[src/rtl/game_pkg.sv]
// Shared game-flow types and screen/block geometry for the arcade top level.
package game_pkg;

    typedef enum logic [1:0] {
        IDLE    = 2'd0,
        PLAYING = 2'd1,
        PAUSED  = 2'd2,
        OVER    = 2'd3
    } state_t;

    localparam int SCR_W = 30;
    localparam int SCR_H = 30;
    localparam int BLK_W = 3;
    localparam int BLK_H = 2;

endpackage

[src/rtl/game_sequencer_rise_edge.sv]
// Rising-edge detector for a level button; the history register resets to 1
// so a button held through reset produces no pulse.
module rise_edge (
    input  logic clk,
    input  logic reset,
    input  logic in,
    output logic pulse
);

    logic prev;

    always_ff @(posedge clk) begin
        if (reset) prev <= 1'b1;
        else       prev <= in;
    end

    assign pulse = in & ~prev;

endmodule

[src/rtl/game_sequencer.sv]
// Game-flow controller: physics tick strobe, idle/playing/paused/over FSM,
// score, lives and world-reset sequencing. All outputs registered.
module game_sequencer
    import game_pkg::*;
#(
    parameter int TICK_DIV   = 4,
    parameter int SCORE_W    = 16,
    parameter int LIVES      = 3,
    parameter int LIVES_W    = 2,
    parameter int SCROLL_PTS = 10
) (
    input  logic               clk,
    input  logic               reset,
    input  logic               start_btn,
    input  logic               pause_btn,
    input  logic               left_btn,
    input  logic               right_btn,
    input  logic               new_view,
    input  logic               fell,
    output logic               phys_tick,
    output logic               move_left,
    output logic               move_right,
    output logic               world_reset,
    output logic [1:0]         state,
    output logic [SCORE_W-1:0] score,
    output logic [LIVES_W-1:0] lives
);

    localparam int                CNT_W = $clog2(TICK_DIV + 1);
    localparam logic [CNT_W-1:0]  CNT_LAST = CNT_W'(TICK_DIV - 1);
    localparam logic [SCORE_W:0]  PTS = (SCORE_W + 1)'(SCROLL_PTS);
    localparam logic [LIVES_W-1:0] LIVES_INIT = LIVES_W'(LIVES);

    state_t           st;
    logic [CNT_W-1:0] cnt;
    logic             sticky_l, sticky_r;
    logic             start_edge, pause_edge;

    logic             playing, start_game, lose_life, last_life, go_pause;
    logic             issue_wr, count_en, wrap;
    logic             nxt_l, nxt_r;
    logic [SCORE_W:0] score_sum;

    rise_edge u_start (.clk(clk), .reset(reset), .in(start_btn), .pulse(start_edge));
    rise_edge u_pause (.clk(clk), .reset(reset), .in(pause_btn), .pulse(pause_edge));

    assign playing    = (st == PLAYING);
    assign start_game = ((st == IDLE) || (st == OVER)) && start_edge;
    assign lose_life  = playing && fell && (lives > LIVES_W'(1));
    assign last_life  = playing && fell && (lives <= LIVES_W'(1));
    assign go_pause   = playing && !fell && pause_edge;
    assign issue_wr   = start_game || lose_life;
    assign count_en   = playing && !issue_wr;
    assign wrap       = (cnt == CNT_LAST);
    assign score_sum  = {1'b0, score} + PTS;

    // The tick cycle itself opens the next interval, so its presses restart the sticky bits.
    assign nxt_l = phys_tick ? left_btn  : (sticky_l | left_btn);
    assign nxt_r = phys_tick ? right_btn : (sticky_r | right_btn);

    assign state = st;

    always_ff @(posedge clk) begin
        if (reset) begin
            st          <= IDLE;
            score       <= '0;
            lives       <= '0;
            cnt         <= '0;
            sticky_l    <= 1'b0;
            sticky_r    <= 1'b0;
            phys_tick   <= 1'b0;
            move_left   <= 1'b0;
            move_right  <= 1'b0;
            world_reset <= 1'b0;
        end else begin
            world_reset <= issue_wr;
            phys_tick   <= 1'b0;
            move_left   <= 1'b0;
            move_right  <= 1'b0;

            if (issue_wr) begin
                cnt      <= '0;
                sticky_l <= 1'b0;
                sticky_r <= 1'b0;
            end else if (count_en) begin
                sticky_l <= nxt_l;
                sticky_r <= nxt_r;
                if (wrap) begin
                    cnt <= '0;
                    if (!go_pause) begin
                        phys_tick  <= 1'b1;
                        move_left  <= nxt_l & ~nxt_r;
                        move_right <= nxt_r & ~nxt_l;
                    end
                end else begin
                    cnt <= cnt + CNT_W'(1);
                end
            end

            if (start_game) begin
                st    <= PLAYING;
                score <= '0;
                lives <= LIVES_INIT;
            end else if (playing) begin
                if (new_view)
                    score <= score_sum[SCORE_W] ? {SCORE_W{1'b1}} : score_sum[SCORE_W-1:0];
                if (lose_life) begin
                    lives <= lives - LIVES_W'(1);
                end else if (last_life) begin
                    st    <= OVER;
                    lives <= '0;
                end else if (go_pause) begin
                    st <= PAUSED;
                end
            end else if ((st == PAUSED) && pause_edge) begin
                st <= PLAYING;
            end
        end
    end

endmodule

[config.mk]
export PLATFORM = sky130hd
export DESIGN_NAME = game_sequencer
export DESIGN_NICKNAME = d
export VERILOG_FILES = /design/src/rtl/game_pkg.sv /design/src/rtl/game_sequencer_rise_edge.sv /design/src/rtl/game_sequencer.sv
export SDC_FILE = /design/constraint.sdc
export NUM_CORES = 1
export LEC_CHECK = 0
export ABC_AREA = 0
export BUFFER_PORTS_ARGS = -buffer_cell sky130_fd_sc_hd__buf_2
export CAP_MARGIN = 20
export CORE_AREA = 2 2 59 61
export DETAILED_ROUTE_END_ITERATION = 10
export DIE_AREA = 0 0 61 63
export GPL_ROUTABILITY_DRIVEN = 0
export PLACE_DENSITY = 0.78
export SYNTH_ARGS = -nofsm -noshare
export SYNTH_HDL_FRONTEND = slang
export SYNTH_SLANG_ARGS = --single-unit
[constraint.sdc]
create_clock -name clk -period 1.7 [get_ports clk]
set_input_delay 0.34 -clock clk [delete_from_list [all_inputs] [get_ports clk]]
set_output_delay 0.34 -clock clk [all_outputs]
set_load 0.03 [all_outputs]
# Yosys cells after proc, flatten, opt, wreduce, memory -nomap -nowiden
# Index checks and enable logic that the tools add are counted.
# op_classes
eq_ne	8
n_addsub	3
n_reduce_logical	25
n_lt_le_gt_ge	2
mux	15
n_bitwise	12
# op_table
cell	count
$mux 2	9
$add 16x4->17 const B	1
$mux 16	1
$logic_and 1x1->1	8
$not 1->1	6
$reduce_and 3->1	2
$reduce_bool 3->1	2
$reduce_or 5->1	1
$and 1x1->1	4
$eq 2x2->1 const B	2
$mux 1	4
$ne 4x1->1 const B	1
$reduce_and 2->1	2
$reduce_bool 2->1	2
$reduce_or 2->1	2
$reduce_or 4->1	1
$add 3x1->3 const B	1
$eq 3x2->1 const B	1
$mux 3	1
$ne 3x1->1 const B	1
$ne 3x3->1 const B	1
$eq 2x1->1 const B	1
$gt 2x1->1 const B	1
$le 2x1->1 const B	1
6 further kinds	9
# word_totals
out_inout_bits	24
regBits	31
input_bits	8
wordCells	78

# Depth between registers and ports, before layout
# depth
depth_word	8
depth_mapped	8
mapped_depth_nobuf	6

# Modules after synthesis
# From an unflattened synthesis, not the netlist that was laid out.
# hier_totals
hier_cells	153
hier_area_um2	1403.8
# by_module_without_submodules
module	area_each_um2	n_inst	seq_area_each_um2	cells_per_inst
game_sequencer	1338.8	1	580.6	147
rise_edge	32.5	2	20.0	3

# Least setup slack after synthesis
# Ideal clock, no wire load.
# synth_path
kind	register to register
from	reg st[0] (netlist: state[0])
to	reg score[10]
setup_time_ns	0.123
period_less_slack_ns	1.774
t_arrival_ns	1.652
slack_ns	-0.074
required_ns	1.577
stages_incl_launch_ff	8
n_path_buf	2
cell_sequence	dfxtp_1 -> inv_1 -> ha_1 -> nand3b_1 -> nand2b_1 -> buf_2 -> buf_2 -> nor2_1
# synth_between
elab_chain_len	4
word_cells_on_any_way	7
classes_between	2 x eq/ne; 5 x reduce/logical
# synth_rtl
element	line_no	text
start: declaration	game_sequencer.sv:34	state_t st;
start signal: assignment	game_sequencer.sv:65	st <= IDLE;
start signal: assignment	game_sequencer.sv:101	st <= PLAYING;
start signal: assignment	game_sequencer.sv:110	st <= OVER;
$eq 2x2->1 or $logic_not 2->1 (tied branches)	game_sequencer.sv:48	assign start_game = ((st == IDLE) || (st == OVER)) && start_edge;
$logic_or 1x1->1	game_sequencer.sv:48	
$logic_and 1x1->1	game_sequencer.sv:48	
$reduce_or 2->1 (no source line)	--	
end signal: assignment	game_sequencer.sv:106	score <= score_sum[SCORE_W] ? {SCORE_W{1'b1}} : score_sum[SCORE_W-1:0];
end: declaration	game_sequencer.sv:25	output logic [SCORE_W-1:0] score,
# Parallel ways exist; a longest one is shown, timed or not.
# A chain may end at the register's enable or synchronous reset.

# Worst setup path in the final report
# layout_path
from	reg st[0] (netlist: state[0])
to	reg cnt[2]
# layout_between
elab_chain_len	6
word_cells_on_any_way	11
classes_between	2 x eq/ne; 9 x reduce/logical
# layout_rtl
element	line_no	text
$eq 2x2->1 (tied with other cells)	game_sequencer.sv:48	
$logic_or 1x1->1 or $logic_and 1x1->1 (tied branches)	game_sequencer.sv:48, game_sequencer.sv:49	
$logic_and 1x1->1, on equally long branches	game_sequencer.sv:48, game_sequencer.sv:49	
$logic_or 1x1->1	game_sequencer.sv:52	assign issue_wr = start_game || lose_life;
$logic_not 1->1	game_sequencer.sv:53	assign count_en = playing && !issue_wr;
$logic_and 1x1->1	game_sequencer.sv:53	
end signal: assignment	game_sequencer.sv:96	cnt <= cnt + CNT_W'(1);
end: declaration	game_sequencer.sv:35	logic [CNT_W-1:0] cnt;
# Parallel ways exist; a longest one is shown, timed or not.

==> impl_results.md <==
* Internal at 0.00111 W
* Reg-to-reg endpoint: cnt[2]$_SDFFE_PP0P_
* Mapped Area at 1540 µm²
* Warnings, synthesis at 0
* Die width at 61 µm
* Synth Area in Compound Gates at 20.5%
* Unique cell type count in the Yosys netlist at 41
* Sequential share of the synthesized area at 40.4%
* Pre-CTS setup slack at 0.0223 ns
* Hold path cells at 2
* Logic pwr share at 17.0%
* Startpoint class of the critical path: flip-flop
* Syn Nets at 176
* Worst path cell trace: inv_1 -> ha_1 -> nand3b_1 -> nand2b_1 -> nand2b_1 -> a211oi_1
* Stages on the worst setup path at 6
* Hold path endpoint: u_start.prev$_SDFF_PP1_
* Met2 Use GR at 24.2%
* H-tree depth at 2
* CP arrival at 1.79 ns
* GRT Max-Usage Layer: met1
* Synth Flop Type: dfxtp_1
* I/O Pins at 32
* RSZ-0062 raised after global routing: false
* CTS tree: yes
* EDFF count, synth at 0
* Crit-path most repeated cell: nand2b_1
* # rows at 21
* Clock power frac at 31.9%
* I/O Buffers at 31
* WL final at 2940 µm
* Initial antenna violation count at 0
* Fillers at 290
* Leading area contributor after synthesis: dfxtp_1
* Congestion Overflow GR at 0
* HP Class: input pin to flip-flop
* Largest net degree at the start of global routing at 18
* Area fraction in and, or, nand and nor cells after synthesis at 22.4%
* Async S/R FF share, synth at 0%
* Clock skew at 0.00731 ns
* Drt first pass iters at 4
* Global Route met1 Usage at 25.1%
* # diodes at 0
* Worst Tran Pin Value at 0.309 ns
* Hold Violations, Final at 0
* Max IR drop VDD at 0.411 mV
* Die height at 63 µm
* CP max FO at 5
* Tot GR Track Use at 18.1%
* R2R depth at 6
* Core ar. at 3230 µm²
* Routed Antenna Nets at 0
* Max-slew violations at 0
* Synth-to-layout area growth at 22.1%
* #FFs+latches synth at 31
* Via count at 1,263
* Post-route worst setup slack at 0.171 ns
* Via density at 5.05
* R2R Path Start: state[0]$_SDFFE_PP0P_
* R2r setup slk at 0.17 ns
* Adder-cell share of the synthesized area at 4.89%
* Slew HR at 79.4%
* Hold_ws at 0.199 ns
* Outcome: finished clean
* Area contributors post-synth: dfxtp_1 (40%), a21oi_2 (6.3%), a21oi_1 (4.9%)
* Syn Inst Count at 162
* Final Setup Violations at 0
* Top-count cell post-synth: dfxtp_1
* Register clock-pin slew on the reported worst setup and hold paths at 0.09 ns
* Top Family by Delay on Critical Path: simple AND/OR/NAND/NOR gates
* Highest clock rate at 654 MHz
* Post-layout nets at 217
* PD cells at 821 nW/µm²
* Vias in the first global route at 1,136
* Cell leakage power at 0.751 nW
* Residual DRC at 0
* DR iter-0 viols at 25
* Met3 Use GR at 6.83%
* Root Driver: clkbuf_4
* Crit path time final at 1.53 ns
* Required @ worst endpoint at 1.96 ns
* Type of the worst setup path: flip-flop to flip-flop
* Worst path max stage delay at 0.39 ns
* Synth Area in XOR/XNOR at 5.13%
* CP Capture Type: flip-flop
* Hpwl dp at 2200 µm
* Initial Util at 47.5%
* Share of layout cells above drive strength 1 at 36.3%
* Sw frac at 27.9%
* Clock buffer depth at 2
* CTS Sinks at 31
* Hold wc startpoint: start_btn
* TNS Setup at 0 ns
* Num CTS Buffers at 5
* Top cell type's share of synthesized area at 40.4%
* Crit share post-route at 89.9%
* Switch Pwr at 0.000429 W
* Crit path buffers/inverters at 1
* Worst-skew pair later-pin latency at 0.34 ns
* Synth top cells by count: dfxtp_1 (31), a21oi_1 (15), inv_1 (12), a21oi_2 (11)
* Max-cap violation count at 0
* Die area at 3840 µm²
* Mux contribution to synthesized area at 1.30%
* First-pass GRT wire length at 5180 µm
* Worst path slowest cell: dfxtp_2
* Largest family of logic cells by synthesized area: simple AND/OR/NAND/NOR gates
* Reg power frac at 51.2%
* Syn Area/Cell at 9.48 µm²
* Wire per inst at 11.7 µm
-- cells by family after synthesis --
group | count (synthesis)
buffers and inverters | 17
AND/OR/NAND/NOR | 52
AO/OA/AOI/OAI | 45
adder cells (fa/ha/maj) | 6
XOR/XNOR | 9
flip-flops | 31
multiplexers | 2
-- worst reg2reg max path, stage by stage (launching register included) --
cell      delay, ns
dfxtp_2        0.39
inv_1          0.06
ha_1           0.28
nand3b_1       0.13
nand2b_1       0.12
nand2b_1       0.23
a211oi_1       0.24
-- what timing repair did --
item	in CTS	in global routing
setup endpoints to repair	1	4
buffers inserted	0	0
hold buffers	0	0
gates resized for setup	1	4
-- cells in the final DEF (no fill, tap or decap), types with 5 or more instances in the layout --
master	synthesis	final
a21oi_1	15	15
clkbuf_4	0	5
inv_1	12	12
o21ai_0	7	7
nor2_1	8	8
a21oi_2	11	11
nand2_1	8	8
buf_4	0	7
xnor2_1	6	6
buf_2	3	31
nor3_1	5	5
dfxtp_1	31	30
-- final cells by class --
cell class	count	area [µm²]	area share, %
clock buffers	8	68.8	3.67
inverters	12	45.0	2.40
multi-input cells	114	853	45.5
flip-flops and latches	31	622	33.2
well taps	46	57.6	3.07
repair buffers	39	228	12.1
-- per-stage QoR --
stage,area (µm²),utilization (%),total power [W],instances
2_1_floorplan,1540,-,0.000984,162
3_3_place_gp,1780,55.2,0.00105,242
3_5_place_dp,1780,55.2,0.00105,242
4_1_cts,1860,57.4,0.00155,250
5_1_grt,1870,58.0,0.00164,250
6_report,1870,58.0,0.00154,250
-- power groups by stage --
| stage | Clock (W) | Combinational, W | Sequential, W |
|---|---|---|---|
| after CTS | 0.000506 | 0.000255 | 0.000786 |
| after floorplan | 0 | 0.000151 | 0.000833 |
| after global placement | 0 | 0.000248 | 0.000800 |
| after global routing | 0.000552 | 0.000293 | 0.000794 |
| after detailed placement | 0 | 0.000251 | 0.000803 |
| final | 0.000491 | 0.000261 | 0.000787 |
-- worst max path at each step --
| stage | from | to |
|---|---|---|
| after global placement | state[1]$_SDFFE_PP0P_ | score[15]$_SDFFE_PP0P_ |
| after floorplan | state[1]$_SDFFE_PP0P_ | cnt[2]$_SDFFE_PP0P_ |
| final | state[0]$_SDFFE_PP0P_ | cnt[2]$_SDFFE_PP0P_ |
| after CTS | state[1]$_SDFFE_PP0P_ | score[15]$_SDFFE_PP0P_ |
| after global routing | state[0]$_SDFFE_PP0P_ | move_left$_SDFF_PP0_ |
| after detailed placement | state[1]$_SDFFE_PP0P_ | score[15]$_SDFFE_PP0P_ |
-- registers in the layout, summed over array words and instances (netlist names), 2 cells and up --
register  flops
state         2
lives         2
score        16
cnt           3
-- routing by layer --
| metal | part of all wire [%] | vias up |
|---|---|---|
| met2 | 42 | 22 |
| li1 | - | 657 |
| met1 | 51 | 578 |
| met3 | 4.5 | 6 |
| met4 | 2.3 | 0 |
| met5 | 0 | - |
No activity file was read; power rests on OpenSTA's default activity.
